**src/rtl/mux_result_skid_pkg.sv**
```systemverilog
// Shared types and constants for the mux result skid buffer.
package mux_result_skid_pkg;

  // Default width of the captured 3:1 mux Result bus.
  localparam int DATA_W = 16;

  // Occupancy states; the encoding doubles as the entry count.
  typedef enum logic [1:0] {
    EMPTY = 2'd0,
    ONE   = 2'd1,
    FULL  = 2'd2
  } state_t;

  // Number of buffered entries held in a given state.
  function automatic logic [1:0] count_of(input state_t s);
    case (s)
      ONE:     count_of = 2'd1;
      FULL:    count_of = 2'd2;
      default: count_of = 2'd0;
    endcase
  endfunction

endpackage

```
**src/rtl/mux_result_skid_if.sv**
```systemverilog
// Upstream/downstream handshake bundle for the mux result skid buffer.
interface mux_result_skid_if
  import mux_result_skid_pkg::*;
#(
  parameter int WIDTH = DATA_W
);

  logic [WIDTH-1:0] din;
  logic             in_valid;
  logic             in_ready;
  logic [WIDTH-1:0] dout;
  logic             out_valid;
  logic             out_ready;
  logic             flush;
  logic [1:0]       count;

  // Driver side: produces upstream data, consumes downstream data.
  modport master (
    output din, in_valid, out_ready, flush,
    input  in_ready, dout, out_valid, count
  );

  // Buffer side.
  modport slave (
    input  din, in_valid, out_ready, flush,
    output in_ready, dout, out_valid, count
  );

endinterface

```
**src/rtl/mux_result_skid.sv**
```systemverilog
// Two-entry skid buffer that registers the mux Result bus. Main always
// drives Dout; Skid catches the word that arrives while Main is stalled.
// in_ready, out_valid and count are flops derived from the next state, so
// there is no combinational path from out_ready to in_ready.
module mux_result_skid
  import mux_result_skid_pkg::*;
#(
  parameter int WIDTH = DATA_W
) (
  input  logic              clk,
  input  logic              rst_n,
  mux_result_skid_if.slave  bus
);

  state_t           state_q, state_d;
  logic [WIDTH-1:0] main_q, main_d;
  logic [WIDTH-1:0] skid_q, skid_d;
  logic             in_ready_q, in_ready_d;
  logic             out_valid_q, out_valid_d;
  logic [1:0]       count_q, count_d;
  logic             in_xfer;
  logic             out_xfer;

  assign bus.in_ready  = in_ready_q;
  assign bus.out_valid = out_valid_q;
  assign bus.count     = count_q;
  assign bus.dout      = main_q;

  // Next-state and next-data selection from the two handshakes; flush wins.
  always_comb begin
    in_xfer  = bus.in_valid & in_ready_q;
    out_xfer = out_valid_q & bus.out_ready;
    state_d  = state_q;
    main_d   = main_q;
    skid_d   = skid_q;
    case (state_q)
      EMPTY: begin
        if (in_xfer) begin
          main_d  = bus.din;
          state_d = ONE;
        end
      end
      ONE: begin
        if (in_xfer && out_xfer) begin
          main_d = bus.din;
        end else if (in_xfer) begin
          skid_d  = bus.din;
          state_d = FULL;
        end else if (out_xfer) begin
          state_d = EMPTY;
        end
      end
      FULL: begin
        if (out_xfer) begin
          main_d  = skid_q;
          state_d = ONE;
        end
      end
      default: state_d = EMPTY;
    endcase
    if (bus.flush) begin
      state_d = EMPTY;
      main_d  = main_q;
      skid_d  = skid_q;
    end
    in_ready_d  = (state_d != FULL);
    out_valid_d = (state_d != EMPTY);
    count_d     = count_of(state_d);
  end

  // Occupancy FSM with its decoded handshake outputs held in flops.
  always_ff @(posedge clk or negedge rst_n) begin
    if (!rst_n) begin
      state_q     <= EMPTY;
      in_ready_q  <= 1'b1;
      out_valid_q <= 1'b0;
      count_q     <= 2'd0;
    end else begin
      state_q     <= state_d;
      in_ready_q  <= in_ready_d;
      out_valid_q <= out_valid_d;
      count_q     <= count_d;
    end
  end

  // Main and Skid data registers, cleared so they are never X after reset.
  always_ff @(posedge clk or negedge rst_n) begin
    if (!rst_n) begin
      main_q <= '0;
      skid_q <= '0;
    end else begin
      main_q <= main_d;
      skid_q <= skid_d;
    end
  end

endmodule

```
**src/flat_wrapper.sv**
```systemverilog
// flat-port wrapper written by rule: the top's interface ports become plain ports
module mux_result_skid_flat import mux_result_skid_pkg::*;
#(
  parameter int WIDTH = DATA_W
)
  (clk, rst_n, bus_din, bus_in_valid, bus_out_ready, bus_flush, bus_in_ready, bus_dout, bus_out_valid, bus_count);
  mux_result_skid_if #(.WIDTH(WIDTH)) bus_i ();
  input  logic clk;
  input  logic rst_n;
  input wire logic [$bits(bus_i.din)-1:0] bus_din;
  input wire logic [$bits(bus_i.in_valid)-1:0] bus_in_valid;
  input wire logic [$bits(bus_i.out_ready)-1:0] bus_out_ready;
  input wire logic [$bits(bus_i.flush)-1:0] bus_flush;
  output wire logic [$bits(bus_i.in_ready)-1:0] bus_in_ready;
  output wire logic [$bits(bus_i.dout)-1:0] bus_dout;
  output wire logic [$bits(bus_i.out_valid)-1:0] bus_out_valid;
  output wire logic [$bits(bus_i.count)-1:0] bus_count;
  assign bus_i.din = bus_din;
  assign bus_i.in_valid = bus_in_valid;
  assign bus_i.out_ready = bus_out_ready;
  assign bus_i.flush = bus_flush;
  assign bus_in_ready = bus_i.in_ready;
  assign bus_dout = bus_i.dout;
  assign bus_out_valid = bus_i.out_valid;
  assign bus_count = bus_i.count;
  mux_result_skid #(.WIDTH(WIDTH)) u_core (.clk(clk), .rst_n(rst_n), .bus(bus_i));
endmodule
```
**config.mk**
```make
export PLATFORM = sky130hd
export DESIGN_NAME = mux_result_skid_flat
export DESIGN_NICKNAME = d
export VERILOG_FILES = /design/src/rtl/mux_result_skid_pkg.sv /design/src/rtl/mux_result_skid_if.sv /design/src/rtl/mux_result_skid.sv /design/src/flat_wrapper.sv
export SDC_FILE = /design/constraint.sdc
export NUM_CORES = 1
export LEC_CHECK = 0
export ABC_AREA = 1
export CAP_MARGIN = 20
export CORE_UTILIZATION = 31
export DETAILED_ROUTE_END_ITERATION = 8
export GPL_TIMING_DRIVEN = 0
export MAX_ROUTING_LAYER = met4
export SYNTH_ARGS = -nofsm -noshare
export SYNTH_HDL_FRONTEND = slang
export SYNTH_SLANG_ARGS = --single-unit
```
**constraint.sdc**
```tcl
create_clock -name clk -period 1.8 [get_ports clk]
set_input_delay 0.27 -clock clk [delete_from_list [all_inputs] [get_ports clk]]
set_output_delay 0.27 -clock clk [all_outputs]
set_load 0.02 [all_outputs]
```
# Word-level counts from Yosys, hierarchy flattened
# Index checks and enable logic that the tools add are counted.
[word_totals]
ff_bits = 38
elab_cells = 36
[classes]
eq_ne = 8
muxes = 12
n_bitwise = 4
n_reduce_logical = 6
[ops]
columns = ["op", "n"]
rows = [
  ["$mux W16", 3],
  ["$pmux W16 S3", 1],
  ["$mux W2", 6],
  ["$ne A2 B1 Y1 const B", 3],
  ["$pmux W2 S3", 1],
  ["$reduce_and A5 Y1", 1],
  ["$eq A2 B1 Y1 const B", 2],
  ["$eq A2 B2 Y1 const B", 2],
  ["$pmux W2 S2", 1],
  ["$reduce_and A4 Y1", 1],
  ["$reduce_bool A3 Y1", 1],
  ["$and A1 B1 Y1", 2],
  ["$logic_not A2 Y1", 1],
  ["$ne A2 B2 Y1 const B", 1],
  ["$not A1 Y1", 2],
  ["$reduce_bool A2 Y1", 1],
  ["$logic_and A1 B1 Y1", 1],
]

# Longest topological paths before layout
# Gate-level depths: netlist (run 1).
[logic_depth]
word_depth = 8
ltp_mapped = 8
mapped_depth_nobuf = 7

# Worst setup path before layout (run 1)
# OpenSTA, ideal clock, no wires.
[synth_path]
path_type = "register to register"
from = "reg u_core.in_ready_q (netlist: u_core.bus.in_ready)"
to = "reg u_core.main_q[0] (netlist: u_core.bus.dout[0])"
setup_ns = 0.117
arrival_ns = 1.247
t_required_ns = 1.683
setup_slack_ns = 0.436
stages_incl_launch_ff = 7
path_buffers = 1
cell_sequence = "dfstp_2 nand2_1 nand2_2 nand4_2 buf_2 nand2_1 nand2_1"
[synth_via]
elab_chain_len = 4
elab_cells_between_ends = 5
cone_classes = "2 x eq/ne; 1 x bitwise; 2 x reduce/logical"
[synth_rtl]
columns = ["item", "line", "rtl"]
rows = [
  ["start, declared", "mux_result_skid.sv:18", "logic in_ready_q, in_ready_d;"],
  ["start signal, assigned", "mux_result_skid.sv:80", "in_ready_q <= in_ready_d;"],
  ["$and A1 B1 Y1 (*)", "mux_result_skid.sv:31", "in_xfer = bus.in_valid & in_ready_q;"],
  ["$logic_and A1 B1 Y1", "mux_result_skid.sv:44", "if (in_xfer && out_xfer) begin"],
  ["$ne A2 B1 Y1 (no source line)", "n/a", ""],
  ["$reduce_and A5 Y1 (no source line) (*)", "n/a", ""],
  ["end signal, assigned", "mux_result_skid.sv:92", "main_q <= main_d;"],
  ["end, declared", "mux_result_skid.sv:16", "logic [WIDTH-1:0] main_q, main_d;"],
]
# Mark *: on every way between the ends. The rest lies on a longest branch, timed or not.
# A chain may end at the register's enable or synchronous reset.

# Worst setup path in the final report (run 1)
[layout_path]
from = "reg u_core.in_ready_q (netlist: u_core.bus.in_ready)"
to = "out bus_in_ready"
[layout_rtl]
columns = ["item", "line", "rtl"]
rows = [
  ["end, declared", "flat_wrapper.sv:14", "output wire logic [$bits(bus_i.in_ready)-1:0] bus_in_ready;"],
]
# No word-level cell between the ends.

==> results of run 1 <==
cells by family after synthesis:
| kind of cell | count (synthesis) | synth area share |
|---|---|---|
| compound gates | 27 | 0.0846 |
| buf+inv | 27 | 0.0779 |
| flops | 38 | 0.565 |
| simple gates | 112 | 0.273 |
path summary, 6_finish.rpt:
| check | startpoint | end | slack, ns | cells after the start |
|---|---|---|---|---|
| worst max-delay path | u_core.bus.in_ready$_DFF_PN1_ | bus_in_ready | 0.11 | 1 |
| worst min-delay path | rst_n | u_core.bus.count[1]$_DFF_PN0_ | 0.07 | 1 |
| worst max register to register | u_core.bus.in_ready$_DFF_PN1_ | u_core.bus.dout[13]$_DFFE_PN0P_ | 0.36 | 6 |
| worst min register to register | u_core.bus.dout[6]$_DFFE_PN0P_ | u_core.bus.dout[6]$_DFFE_PN0P_ | 0.47 | 2 |
| max in group asynchronous | rst_n | u_core.bus.dout[11]$_DFFE_PN0P_ | 1.20 | 1 |
| min in group clk | u_core.bus.dout[6]$_DFFE_PN0P_ | u_core.bus.dout[6]$_DFFE_PN0P_ | 0.47 | 2 |
cell type report:
type | count | area, sq um | share of cell area
flip-flops and latches | 38 | 952 | 0.420
plain buffers | 7 | 56.3 | 0.0249
clock inverters | 2 | 12.5 | 0.00552
repair buffers | 40 | 395 | 0.175
inverters | 20 | 75.1 | 0.0331
multi-input cells | 139 | 603 | 0.266
clock buffers | 6 | 82.6 | 0.0365
well taps | 70 | 87.6 | 0.0387
synth_stat cells:
master | n | share of area
buf_6 | 3 | 0.020
nand2_4 | 1 | 0.0067
nand2_1 | 101 | 0.22
dfrtp_1 | 37 | 0.55
a21oi_2 | 1 | 0.0052
nand4_2 | 1 | 0.0074
inv_2 | 1 | 0.0022
buf_4 | 1 | 0.0045
nor2_1 | 1 | 0.0022
nand2_2 | 1 | 0.0037
buf_2 | 3 | 0.0089
o21ai_2 | 1 | 0.0052
o21ai_1 | 13 | 0.039
inv_1 | 19 | 0.042
nand3_1 | 5 | 0.015
dfstp_2 | 1 | 0.016
nor2_4 | 2 | 0.013
o21ai_0 | 12 | 0.036
flip-flops by register name (all words and copies together) (netlist names):
| name | count |
|---|---|
| u_core.bus.count | 2 |
| u_core.bus.dout | 16 |
| u_core.bus.in_ready | 1 |
| u_core.bus.out_valid | 1 |
| u_core.skid_q | 16 |
| u_core.state_q | 2 |
metrics by stage:
stage,worst slack (ns),total power [W],hold WS (ns),setup TNS [ns],utilization
4_1_cts,0.0951,0.00294,0.0999,0,0.438
6_report,0.114,0.00291,0.0742,0,0.438
2_1_floorplan,0.436,0.00187,-0.0256,0,-
3_5_place_dp,0.144,0.00232,0.424,0,0.419
3_3_place_gp,-0.457,0.00229,0.456,-16.92,0.420
5_1_grt,0.0748,0.00313,0.140,0,0.438
power breakdown:
group / switching [W] / internal (W) / leakage (nW)
logic: 0.000514 / 0.000448 / 0.630
registers: 0.000169 / 0.00117 / 0.477
clock network: 0.000305 / 0.000308 / 0.0472
routing by layer:
layer / GRT usage / up-vias / routed length (microns)
li1: - / 716 / -
met1: 0.187 / 634 / 1740
met2: 0.236 / 36 / 1720
met3: 0.0357 / 6 / 134
met4: 0.0617 / 0 / 64
met5: - / - / 0
==> results.sh, run 1 <==
export IMPL_outcome="completed"
export IMPL_setup_viol=0
export IMPL_layout_common_cells="nand2_1 (101), clkdlybuf4s50_1 (39), dfrtp_1 (37), inv_1 (19), o21ai_1 (13)"
export IMPL_grt_pass1_wl_mm=6.07
export IMPL_num_rows=26
export IMPL_fillers=535
export IMPL_cp_slowest_cell="clkdlybuf4s50_1"
export IMPL_cp_cell_sequence="clkdlybuf4s50_1"
export IMPL_placed_cells=314
export IMPL_grt_util_all_layers=0.151
export IMPL_path_buf_inv=1
export IMPL_netlist_instances=204
export IMPL_fin_area_sq_um=2260
export IMPL_die_w_microns=75.8
export IMPL_ys_warn_count=0
export IMPL_wire_per_inst_microns=11.4
export IMPL_ys_seq_area_frac=0.565
export IMPL_ys_ff_latch=38
export IMPL_syn_area_sq_um=1690
export IMPL_ant_nets=0
export IMPL_clk_latency_ns=0.29
export IMPL_die_area_sq_um=5740
export IMPL_crit_required_ns=1.53
export IMPL_nets=272
export IMPL_die_height_microns=75.8
export IMPL_clock_sinks=38
export IMPL_clk_path_buf_depth=2
export IMPL_first_iter_violations=114
export IMPL_dpl_hpwl_mm=2.69
export IMPL_synthToLayoutAreaGrowth_pct=34.3
export IMPL_clockRootBuffer="clkbuf_8"
export IMPL_max_stage_delay_ns=0.59
export IMPL_grt_start_max_net_pins=39
export IMPL_final_cells=322
export IMPL_slew_viol_final=0
export IMPL_fin_skew_ns=0.00762
export IMPL_first_global_vias=1311
export IMPL_cts_resized=0
export IMPL_start_util=0.326
export IMPL_io_pins=41
export IMPL_syn_area_per_cell_sq_um=8.27
export IMPL_period_minus_slack_ns=1.69
export IMPL_antenna_found_initial=0
export IMPL_syn_nets=225
export IMPL_max_slew_margin=0.448
export IMPL_drive_gt1_frac=0.0992
export IMPL_hold_buffers=0
export IMPL_clk_pin_slew_worst_paths_ns=0.07
export IMPL_cts_setup_buffers=0
export IMPL_critPathKind="flop to output pin"
export IMPL_fin_crit_sh=0.936
export IMPL_ctsHtreeMaxLevel=2
export IMPL_crit_family="buffers and inverters"
export IMPL_placed_cell_area_sq_um=2170
export IMPL_critPathMaxFanout=2
export IMPL_start_kind="flop"
export IMPL_ir_drop_v=0.000384
export IMPL_detail_route_wirelength_mm=3.66
export IMPL_ys_types=18
export IMPL_final_common_cell="nand2_1"
export IMPL_cap_viol_max_count=0
export IMPL_vias_per_cell=4.32
export IMPL_worst_setup_path_end_kind="output pin"
export IMPL_arrival_ns=1.42
export IMPL_hold_viol=0
export IMPL_fmax_ghz=0.593
export IMPL_place_congestion=0.753
export IMPL_hold_class="primary input to asynchronous set/reset pin"
export IMPL_firstDrtPassIters=4
export IMPL_rsz0062_at_grt="no"
export IMPL_max_slew_worst_pin_slew_ns=0.829
export IMPL_p_per_area_nw_per_um2=1280
export IMPL_vias=1392
export IMPL_cts_tree="done"
export IMPL_drc=0
export IMPL_core_area_sq_um=5170
export IMPL_antennaDiodeCount=0
export IMPL_numPortBuffers=40
export IMPL_cts_inserted_buffers=5
export IMPL_p_leak_nw=1.15
export IMPL_grt_ovfl_total=0
Power figures use the tool's default switching activity.
==> run 2: changes to the inputs <==
CTS_CLUSTER_DIAMETER = 120   (was not set)
==> results of run 2 <==
Same layout as run 1: the final DEF is identical, and so are final timing and power.
==> run 3: changes to the inputs <==
--- a/config.mk
+++ b/config.mk
@@ -14,2 +14,3 @@
 export MAX_ROUTING_LAYER = met4
+export SKIP_CTS_REPAIR_TIMING = 1
 export SYNTH_ARGS = -nofsm -noshare
--- a/constraint.sdc
+++ b/constraint.sdc
@@ -3,2 +3,2 @@
 set_output_delay 0.27 -clock clk [all_outputs]
-set_load 0.02 [all_outputs]
+set_load 0.01 [all_outputs]
==> results of run 3 <==
Same layout as run 1 (identical final DEF). Status: completed.
Among the figures that moved: setup slack after layout 0.114 ns -> 0.182 ns; total power 0.00291 W -> 0.00280 W; worst IR drop on VDD 0.000384 V -> 0.000366 V
